$ cat src/rtl/alu_operand_sequencer.sv
// alu_operand_sequencer
//   Upstream stage of the 6-bit AorB ALU. Operand A, operand B and the function code are
//   captured one after another from a shared switch bus, one load event per field. When all
//   three are held, the stage presents them to the ALU with a valid/ready handshake. Every
//   output is driven straight from a register.
//
// Optional feature: define ALU_SEQ_LOAD_EDGE_EN to treat load as a level input. Only its
//   rising edge counts as a capture. Without the macro, every high cycle of load is a capture.
//
// Ports
//   clk        in   system clock, rising edge
//   reset      in   asynchronous active-high reset
//   sw         in   [WIDTH-1:0] data switches, sampled on a load event
//   load       in   capture strobe (pulse, or level when ALU_SEQ_LOAD_EDGE_EN is defined)
//   clear      in   synchronous abort; zeroes the operands and returns to S_A
//   op_ready   in   downstream accepts the operation
//   a_out      out  [WIDTH-1:0] operand A
//   b_out      out  [WIDTH-1:0] operand B
//   fxn_out    out  [FXN_W-1:0] function code
//   op_valid   out  operation complete and offered
//   state_out  out  [1:0] 0=S_A 1=S_B 2=S_F 3=S_ISSUE
//   op_count   out  [CNT_W-1:0] accepted operations, wraps silently
module alu_operand_sequencer #(
   parameter int unsigned WIDTH = 6,
   parameter int unsigned FXN_W = 3,
   parameter int unsigned CNT_W = 8
) (
   input  logic             clk,
   input  logic             reset,
   input  logic [WIDTH-1:0] sw,
   input  logic             load,
   input  logic             clear,
   input  logic             op_ready,
   output logic [WIDTH-1:0] a_out,
   output logic [WIDTH-1:0] b_out,
   output logic [FXN_W-1:0] fxn_out,
   output logic             op_valid,
   output logic [1:0]       state_out,
   output logic [CNT_W-1:0] op_count
);

   // S_ISSUE is fixed at 2'b11 because state_out drives the LEDs.
   localparam logic [1:0] S_A     = 2'b00;
   localparam logic [1:0] S_B     = 2'b01;
   localparam logic [1:0] S_F     = 2'b10;
   localparam logic [1:0] S_ISSUE = 2'b11;

   logic [1:0]       state_q, state_d;
   logic [WIDTH-1:0] a_q, a_d;
   logic [WIDTH-1:0] b_q, b_d;
   logic [FXN_W-1:0] fxn_q, fxn_d;
   logic             valid_q, valid_d;
   logic [CNT_W-1:0] count_q, count_d;
   logic             ld;

`ifdef ALU_SEQ_LOAD_EDGE_EN
   // A held button advances exactly one field: only the rising edge of load counts.
   logic load_q;

   always_ff @(posedge clk or posedge reset) begin
      if (reset) begin
         load_q <= 1'b0;
      end else begin
         load_q <= load;
      end
   end

   assign ld = load & ~load_q;
`else
   assign ld = load;
`endif

   always_comb begin
      state_d = state_q;
      a_d     = a_q;
      b_d     = b_q;
      fxn_d   = fxn_q;
      valid_d = valid_q;
      count_d = count_q;
      if (clear) begin
         // Abort has priority over ld and the handshake; op_count is preserved.
         state_d = S_A;
         a_d     = '0;
         b_d     = '0;
         fxn_d   = '0;
         valid_d = 1'b0;
      end else begin
         case (state_q)
            S_A: begin
               if (ld) begin
                  a_d     = sw;
                  state_d = S_B;
               end
            end
            S_B: begin
               if (ld) begin
                  b_d     = sw;
                  state_d = S_F;
               end
            end
            S_F: begin
               if (ld) begin
                  fxn_d   = sw[FXN_W-1:0];
                  state_d = S_ISSUE;
                  valid_d = 1'b1;
               end
            end
            default: begin
               // S_ISSUE: ld is ignored; operands stay put until the transfer.
               if (op_ready) begin
                  state_d = S_A;
                  valid_d = 1'b0;
                  count_d = count_q + CNT_W'(1);
               end
            end
         endcase
      end
   end

   always_ff @(posedge clk or posedge reset) begin
      if (reset) begin
         state_q <= S_A;
         a_q     <= '0;
         b_q     <= '0;
         fxn_q   <= '0;
         valid_q <= 1'b0;
         count_q <= '0;
      end else begin
         state_q <= state_d;
         a_q     <= a_d;
         b_q     <= b_d;
         fxn_q   <= fxn_d;
         valid_q <= valid_d;
         count_q <= count_d;
      end
   end

   assign a_out     = a_q;
   assign b_out     = b_q;
   assign fxn_out   = fxn_q;
   assign op_valid  = valid_q;
   assign state_out = state_q;
   assign op_count  = count_q;

endmodule

$ cat config.mk
export PLATFORM = sky130hd
export DESIGN_NAME = alu_operand_sequencer
export DESIGN_NICKNAME = d
export VERILOG_FILES = /design/src/rtl/alu_operand_sequencer.sv
export SDC_FILE = /design/constraint.sdc
export NUM_CORES = 1
export LEC_CHECK = 0
export CORE_MARGIN = 5
export CORE_UTILIZATION = 30
export CTS_CLUSTER_SIZE = 40
export DETAILED_ROUTE_END_ITERATION = 10
export HOLD_SLACK_MARGIN = 0.05
export PLACE_DENSITY = 0.6
export SLEW_MARGIN = 0
export SYNTH_ARGS = -nofsm -noshare
export SYNTH_HDL_FRONTEND = slang
export SYNTH_SLANG_ARGS = --single-unit
$ cat constraint.sdc
create_clock -name clk -period 2.3 [get_ports clk]
set_input_delay 0.23 -clock clk [delete_from_list [all_inputs] [get_ports clk]]
set_output_delay 0.23 -clock clk [all_outputs]
set_load 0.02 [all_outputs]
# --- Word level (Yosys, flattened, before mapping) ---
# Index checks and enable logic that the tools add are counted.
word_totals:
  regBits: 26
  latch_bits: 0
  ram_bits: 0
  rom_bits: 0
  input_bits: 11
  out_inout_bits: 26
  memories: 0
classes:
  addsub: 1
  multipliers: 0
  div: 0
  magnitude_cmp: 0
  n_eq_ne: 6
  shifts: 0
  mux: 18
  bitwise: 2
  reduce_logical: 15
op_table:
  columns: ["operator", "n"]
  rows:
  - ["6-bit two-way mux", 5]
  - ["2-bit two-way mux", 5]
  - ["3-bit two-way mux", 3]
  - ["3-bit inequality test, second input constant", 3]
  - ["8-bit by 1-bit adder with 8-bit output, second input constant", 1]
  - ["2-bit nonzero test", 4]
  - ["2-bit case mux with 3 select lines", 1]
  - ["2-bit AND reduction", 3]
  - ["3-bit AND reduction", 2]
  - ["5-bit nonzero test", 1]
  - ["4-bit AND reduction", 1]
  - ["1-bit two-way mux", 3]
  - ["3-bit nonzero test", 1]
  - ["3-bit OR reduction", 1]
  - ["2-bit by 1-bit equality test with 1-bit output, second input constant", 1]
  - ["2-bit equality test, second input constant", 1]
  - ["2-bit zero test", 1]
  - ["2-bit by 1-bit inequality test with 1-bit output, second input constant", 1]
  - ["1-bit NOT", 2]
  - ["1-bit case mux with 2 select lines", 1]
  - ["2-bit OR reduction", 1]

# --- Logic depth before layout (Yosys ltp) ---
# Gate-level depths: netlist (run 1).
depth:
  word_depth: 4
  depth_mapped: 6
  depth_no_buf: 5

# --- Least setup slack after synthesis (run 1) ---
# OpenSTA, ideal clock, no wires.
synth_timing:
  kind: "register -> register"
  from: "reg state_q[0] (netlist: state_out[0])"
  to: "reg state_q[0] (netlist: state_out[0])"
  setup_time_ps: 127
  t_arrival_ps: 1595
  t_required_ps: 2173
  slack_ps: 578
  path_stages_with_launch: 6
  path_buffers: 0
  cell_sequence: "dfrtp_1 -> inv_1 -> ha_1 -> or4_1 -> o31a_1 -> mux2i_1"
synth_via:
  elab_chain_len: 3
synth_rtl:
  columns: ["element", "line", "source"]
  rows:
  - ["start: declaration", "48", "logic [1:0] state_q, state_d;"]
  - ["start signal: assignment", "129", "state_q <= state_d;"]
  - ["2-bit by 1-bit equality test with 1-bit output (tied with other cells)", "88", "case (state_q)"]
  - ["3-bit inequality test (no source line) (tied with other cells)", null, null]
  - ["4-bit AND reduction (no source line) or 2-bit two-way mux (tied branches)", null, null]
# Parallel ways exist; a longest one is shown, timed or not.
# A chain may end at the register's enable or synchronous reset.

# --- Worst setup path after layout (run 1) ---
layout_timing:
  from: "reg state_q[1] (netlist: state_out[1])"
  to: "reg state_q[0] (netlist: state_out[0])"
# The elaborated chain is that of the path after synthesis.

==> results.cfg, run 1 <==
[cells_and_area]
num_antenna_cells = 0
drive_above_1_share_pct = 3.797
fin_cells = 208
fin_nets = 177
design_area_um2 = 1654
area_growth_pct = 37.85

[die]
fp.coreArea_um2 = 3943
initial_core_util_pct = 30.43
rows = 23
pin_count = 37
die_h_um = 73.24
die_area_um2 = 5364
die_x_um = 73.24

[yosys]
yosys.area.top_type_share_pct = 54.22
synthTopCellsByCount = dfrtp_1 (26), nand2_1 (20), a21oi_1 (16), nand3_1 (16), inv_1 (7)
synth_nets = 140
ys_warn_count = 0
ys_seq_elements = 26
synthArstFlopShare_pct = 100.0
synth_area_leaders = dfrtp_1 (54%), a21oi_1 (6.7%), nand3_1 (6.7%)
syn_inst = 123
ys_seq_area_share_pct = 54.22
synth_edf_count = 0
ys_types = 25
netlist_area_um2 = 1200
synth.avg_cell_area_um2 = 9.755
yosysMostFrequentCell = dfrtp_1
yosys.area.top_type = dfrtp_1
synthFlopType = dfrtp_1

[place]
dp.cells = 205
port_buffers = 36
routabilityCongestion = 0.7331
place_hpwl_um = 2152
place_area_um2 = 1613

[clocking]
cts_tree = built
clk_path_buf_depth = 2
numCtsBuffers = 3
post_cts_resized = 0
insertion_delay_ns = 0.26
cts_hold_buf = 0
post_cts_buffers = 0
htreeDepth = 1
cts.sinks = 26
clk_pin_slew_worst_paths_ns = 0.08
cts_root_buf = clkbuf_8

[power]
power.share.combinational_pct = 41.2
switching_share_pct = 37.11
p_per_area_nw_per_um2 = 864.6
ir_worst_vdd_v = 0.0002445
p_clk_share_pct = 17.4
totalPowerFinal_uw = 1430
pwr-share-seq_pct = 41.4
p_int_uw = 899.4
p_leak_uw = 0.0007125
switchingPower_uw = 530.8

[timing]
fin_crit_sh_pct = 74.08
rsz0062_at_grt = no
fin_skew_ns = 0.001558
max_slew_margin_pct = 57.33
hold_viol = 0
finalSetupViolations = 0
max_freq_ghz = 0.5869
finalCriticalPeriod_ns = 1.704
tns_ns = 0
drv_slew = 0
tightest_slew_ns = 0.6381

[setup_path]
r2r_slack_ns = 0.60
r2r_end = state_out[0]
cp.buffers_inverters = 1
start_kind = flop
timing.rr.start = state_out[1]
crit_type = flop to flop
critPathTopFamily = simple AND/OR/NAND/NOR gates
cp_slowest_stage_delay_ns = 0.45
crit_slowest_cell = or4_1
cp_cell_sequence = inv_1 -> ha_1 -> or4_1 -> o31a_1 -> mux2i_1
crit_fanout = 12
arrival_ns = 1.85
cp_data_required_time_ns = 2.45
end_kind = flop
rr_worst_depth = 5

[flow_run]
cap_violations = 0

[detailed_routing]
drc = 0
viasPerCell = 4.721
wirelength_um = 2754
first_pass_iters = 4
wl_per_cell_um = 13.24
drt-initial-drc-count = 26
vias = 982
ant_nets = 0

[global_routing]
grt_max_degree = 27
grt_pass1_vias = 982
grt_pass1_wl_um = 4485
grt_usage_pct = 10.79
antenna_found_initial = 0
overflow = 0

[outcome]
status = completed

[worst_hold_path]
hold_class = input pin to asynchronous set/reset pin
==> worst max-delay path by stage <==
stage | start | to | slack (ns) | cells after the start
detailed placement | load | b_out[3] | 0.59 | 4
floorplan | state_out[0] | state_out[0] | 0.58 | 5
CTS | state_out[0] | state_out[0] | 0.61 | 5
global placement | load | b_out[4] | 0.65 | 4
finish | state_out[1] | state_out[0] | 0.60 | 5
global route | state_out[1] | state_out[1] | 0.45 | 5
==> through the flow <==
step	setup slack, ns	hold slack, ns	util (%)
after global placement	0.6480	0.4575	40.91
after global routing	0.4494	0.3695	41.95
final	0.5962	0.3104	41.95
after floorplan	0.5776	0.2700	-
after detailed placement	0.5887	0.4602	40.91
after CTS	0.6063	0.3173	41.95
==> placed cells by master, fill, tap and decap left out <==
| master | netlist | final |
|---|---|---|
| a21oi_1 | 16 | 16 |
| buf_4 | 0 | 2 |
| clkbuf_8 | 0 | 3 |
| clkdlybuf4s50_1 | 0 | 36 |
| dfrtp_1 | 26 | 26 |
| ha_1 | 6 | 6 |
| inv_1 | 7 | 7 |
| mux2_2 | 1 | 1 |
| mux2i_1 | 1 | 1 |
| nand2_1 | 20 | 20 |
| nand3_1 | 16 | 16 |
| nand3b_1 | 1 | 1 |
| nand4_1 | 1 | 1 |
| nand4b_1 | 1 | 1 |
| nor2_1 | 2 | 2 |
| nor3_1 | 3 | 3 |
| nor3b_1 | 1 | 1 |
| nor4_1 | 1 | 1 |
| o211ai_1 | 1 | 1 |
| o21ai_0 | 3 | 3 |
| o31a_1 | 1 | 1 |
| o31ai_1 | 1 | 1 |
| or4_1 | 1 | 1 |
| xnor2_1 | 3 | 3 |
| xor2_1 | 4 | 4 |
==> cells by family after synthesis <==
logic type,Yosys count,share of synthesized area [%]
and+or+nand+nor,47,18.46
xor gates and xnor gates,7,5.110
muxes,2,1.773
buffers and inverters,13,4.275
adders and majority gates,6,6.256
DFF,26,54.22
AOI/OAI and AO/OA,22,9.907
==> layer usage <==
layer	vias up	part of all wire, %	GRT usage [%]
li1	493	-	-
met1	470	43	12.44
met2	14	53	19.36
met3	5	3.0	1.653
met4	0	1.7	4.918
met5	-	0	0
==> worst reg2reg max path, stage by stage (launching register included) <==
cell     delay (ns)
dfrtp_1        0.43
inv_1          0.10
ha_1           0.33
or4_1          0.45
o31a_1         0.14
mux2i_1        0.13
==> power groups by stage <==
stage	Clock [µW]	Combinational [µW]	Sequential, µW
final	248	589	592
after global placement	0	576	600
after detailed placement	0	589	603
after global routing	281	645	605
after floorplan	0	267	683
after CTS	259	592	594
==> sequential cells by signal, indices dropped and copies added, names as in the netlist <==
name and cells:
a_out 6, op_count 8, op_valid 1, b_out 6
state_out 2, fxn_out 3
==> area by class of cell <==
type / instances / area (µm²)
repair buffers: 38 / 375.4
flip-flops and latches: 26 / 650.6
fillers: 378 / 2288
inverters: 7 / 26.28
clock buffers: 3 / 41.29
multi-input cells: 84 / 498.0
well taps: 50 / 62.56
Note: power is estimated with default switching activity, not from simulation.
==> inputs of run 2 (changes only) <==
Settings changed: PLACE_DENSITY 0.6 to 0.63.
Clock period 2.3 ns to 1.5 ns, I/O delays scaled along.
==> results.cfg, run 2 (same netlist as run 1, synthesis figures left out) <==
[die]
die_x_um = 73.24
die_area_um2 = 5364
initial_core_util_pct = 30.43
fp.coreArea_um2 = 3943
rows = 23
die_h_um = 73.24
pin_count = 37

[detailed_routing]
vias = 1038
drc = 0
ant_nets = 0
first_pass_iters = 4
viasPerCell = 4.761
wirelength_um = 3070
wl_per_cell_um = 14.08
drt-initial-drc-count = 42

[timing]
worst_slack_ns = 0.01821
max_freq_ghz = 0.6749
fin_skew_ns = 0.01310
whs_ns = 0.2248
drv_slew = 0
tightest_slew_ns = 0.3334
hold_viol = 0
finalSetupViolations = 0
rsz0062_at_grt = yes
fin_crit_sh_pct = 98.79
max_slew_margin_pct = 77.77
finalCriticalPeriod_ns = 1.482
tns_ns = 0

[setup_path]
r2r_end = state_out[0]
rr_worst_depth = 5
crit_type = flop to flop
r2r_slack_ns = 0.02
cp_data_required_time_ns = 1.67
crit_fanout = 2
start_kind = flop
end_kind = flop
timing.rr.start = state_out[1]
arrival_ns = 1.65

[place]
place_hpwl_um = 2251
post-place-ws_ns = -0.1147
dp.cells = 213
port_buffers = 36
routabilityCongestion = 0.8816

[cells_and_area]
final_cell_mix = clkdlybuf4s50_1 (29), dfrtp_1 (24), nand2_1 (19)
largest_register_ffs = 8
final_common_cell = clkdlybuf4s50_1
fill_cells = 385
area_growth_pct = 48.70
num_antenna_cells = 0
fin_nets = 186
multiInputGateArea_um2 = 551.8
fin_cells = 218
seq_area_um2 = 653.1
drive_above_1_share_pct = 16.07
postLayoutCoreUtil_pct = 45.26

[clocking]
numCtsBuffers = 3
clk_path_buf_depth = 2
htreeDepth = 1
cts.sinks = 26
cts_root_buf = clkbuf_8
insertion_delay_ns = 0.28
clk_pin_slew_worst_paths_ns = 0.10
cts_tree = built

[flow_run]
cap_violations = 0

[outcome]
status = completed

[power]
ir_worst_vdd_v = 0.0004183
p_leak_uw = 0.0008219
p_per_area_nw_per_um2 = 1382

[global_routing]
grt_max_degree = 27
grt_pass1_wl_um = 4733
grt_usage_pct = 11.68
overflow = 0
grt_pass1_vias = 975
antenna_found_initial = 0

[worst_hold_path]
hold_class = input pin to asynchronous set/reset pin
-- run 2: metrics by stage --
| step | area [µm²] | power (µW) |
|---|---|---|
| 2_1_floorplan | 1215 | 1497 |
| 3_3_place_gp | 1688 | 1994 |
| 3_5_place_dp | 1688 | 2019 |
| 4_1_cts | 1739 | 2429 |
| 5_1_grt | 1784 | 2631 |
| 6_report | 1784 | 2466 |
-- run 2: final cells by class --
cell class / instances / area share (%)
repair buffers: 47 / 24.96
clock buffers: 4 / 2.525
multi-input cells: 84 / 30.93
flip-flops and latches: 26 / 36.61
inverters: 7 / 1.473
well taps: 50 / 3.506
-- run 2: how the worst max path moves through the flow --
stage | depth (start not counted) | startpoint | endpoint
finish | 5 | state_out[1] | state_out[0]
global route | 5 | state_out[0] | state_out[0]
CTS | 1 | op_count[4] | op_count[4]
detailed placement | 4 | clear | op_count[7]
global placement | 4 | op_ready | state_out[0]
floorplan | 5 | state_out[1] | state_out[0]
-- run 2: where the power goes --
part,internal [µW],leakage [µW],switching (µW)
sequential,816,0.000347,82.2
combinational,538,0.000452,616
clock,191,0.0000228,224
-- run 2: timing repair --
action                                  4_1_cts  5_1_grt
hold buffers                                  0        0
pin swaps                                     2        2
setup buffers                                 0        1
gates resized for setup                       6       10
endpoints found under the setup margin        7       14
-- run 2: critical path, stage by stage (launching register included) --
cell and delay [ns]:
dfrtp_2 0.42, inv_2 0.08, ha_4 0.20, or4_4 0.41, o31a_1 0.14, mux2i_1 0.12
-- run 2: metal layers --
| layer | up-vias | routed length (µm) | GRT usage [%] |
|---|---|---|---|
| met1 | 491 | 1283 | 14.18 |
| met2 | 30 | 1511 | 18.87 |
| met4 | 0 | 148 | 7.992 |
| li1 | 506 | - | - |
| met3 | 11 | 127 | 1.791 |
| met5 | - | 0 | 0 |
==> inputs of run 3 (changes only) <==
Settings changed: CELL_PAD_IN_SITES_DETAIL_PLACEMENT set to 0, CELL_PAD_IN_SITES_GLOBAL_PLACEMENT set to 1, PLACE_DENSITY 0.63 to 0.78.
==> results.cfg, run 3 (same netlist as run 1, synthesis figures left out) <==
[cells_and_area]
seq_area_um2 = 653.1
drive_above_1_share_pct = 15.98
area_growth_pct = 48.80
final_common_cell = clkdlybuf4s50_1
multiInputGateArea_um2 = 536.8
fill_cells = 352
num_antenna_cells = 0
largest_register_ffs = 8
final_cell_mix = clkdlybuf4s50_1 (31), dfrtp_1 (24), nand2_1 (19)
fin_nets = 187

[timing]
drv_slew = 0
hold_viol = 0
tns_ns = 0
fin_crit_sh_pct = 98.17
finalSetupViolations = 0
max_freq_ghz = 0.6791
rsz0062_at_grt = yes
tightest_slew_ns = 0.3365
fin_skew_ns = 0.001524
finalCriticalPeriod_ns = 1.473
max_slew_margin_pct = 77.57

[clocking]
post_cts_buffers = 0
cts_root_buf = clkbuf_8
clk_path_buf_depth = 2
numCtsBuffers = 3
clk_pin_slew_worst_paths_ns = 0.09
cts_tree = built
insertion_delay_ns = 0.26
cts.sinks = 26
htreeDepth = 1

[detailed_routing]
wl_per_cell_um = 12.98
wirelength_um = 2842
drc = 0
vias = 1027
first_pass_iters = 4
ant_nets = 0
viasPerCell = 4.689
drt-initial-drc-count = 39

[setup_path]
cp_data_required_time_ns = 1.65
r2r_end = state_out[0]
rr_worst_depth = 5
start_kind = flop
end_kind = flop
crit_fanout = 2
r2r_slack_ns = 0.03
crit_type = flop to flop
timing.rr.start = state_out[1]
arrival_ns = 1.62

[global_routing]
met1_usage_pct = 14.58
gr-usage-met3_pct = 2.342
top_usage_layer = met2
antenna_found_initial = 0
grt_usage_pct = 10.95
grt_pass1_vias = 1018
overflow = 0
grt_max_degree = 27
grt_pass1_wl_um = 4595
use_met2_pct = 18.27

[power]
p_per_area_nw_per_um2 = 1373
totalPowerFinal_uw = 2452
ir_worst_vdd_v = 0.001005
p_leak_uw = 0.0008296

[place]
routabilityCongestion = 0.8409
port_buffers = 36
place_hpwl_um = 2213

[die]
die_area_um2 = 5364
pin_count = 37
rows = 23
die_x_um = 73.24
initial_core_util_pct = 30.43
die_h_um = 73.24
fp.coreArea_um2 = 3943

[worst_hold_path]
hold_class = input pin to asynchronous set/reset pin

[flow_run]
cap_violations = 0

[outcome]
status = completed
run 3: report_power, final:
group / switching [µW] / internal (µW) / leakage [µW]
clock: 209 / 234 / 0.0000288
combinational: 595 / 519 / 0.000454
sequential: 79.1 / 816 / 0.000347
run 3: repair_timing:
action,4_1_cts,5_1_grt
gates cloned,0,0
endpoints found under the setup margin,5,11
hold buffers,0,0
gates resized for setup,4,8
pin swaps,1,2
run 3: critical path, cell delays in order, from the launching register on:
cell	delay, ns
dfrtp_2	0.41
inv_2	0.08
ha_4	0.20
or4_1	0.40
o31a_1	0.14
mux2i_1	0.13
run 3: worst max path at each step:
stage,start,end,slack [ns],cells past startpoint
after floorplan,state_out[1],state_out[0],-0.08,5
after global placement,state_out[1],state_out[0],0.01,5
after detailed placement,clear,state_out[0],-0.03,4
after CTS,op_count[3],op_count[3],0.006,1
after global routing,state_out[1],state_out[0],-0.02,5
final,state_out[1],state_out[0],0.03,5
run 3: stage by stage:
step | hold slack [ns] | area, µm² | worst slack, ns | cells | utilization, %
2_1_floorplan | 0.1899 | 1215 | -0.07856 | 123 | -
3_3_place_gp | 0.4581 | 1703 | 0.01396 | 215 | 43.19
3_5_place_dp | 0.4640 | 1703 | -0.02928 | 215 | 43.19
4_1_cts | 0.2439 | 1759 | 0.005695 | 219 | 44.62
5_1_grt | 0.2791 | 1785 | -0.02262 | 219 | 45.29
6_report | 0.2370 | 1785 | 0.02746 | 219 | 45.29
run 3: layout make-up:
| type | instances | area share, % |
|---|---|---|
| inverters | 7 | 1.472 |
| clock buffers | 4 | 3.083 |
| well taps | 50 | 3.504 |
| multi-input cells | 84 | 30.06 |
| flip-flops and latches | 26 | 36.58 |
| repair buffers | 48 | 25.30 |
run 3: per-layer routing:
layer / wire length [µm] / share of wire [%] / up-vias
li1: - / - / 506
met1: 1338 / 47 / 489
met2: 1353 / 48 / 30
met3: 141 / 5.0 / 2
met4: 10 / 0.35 / 0
met5: 0 / 0 / -
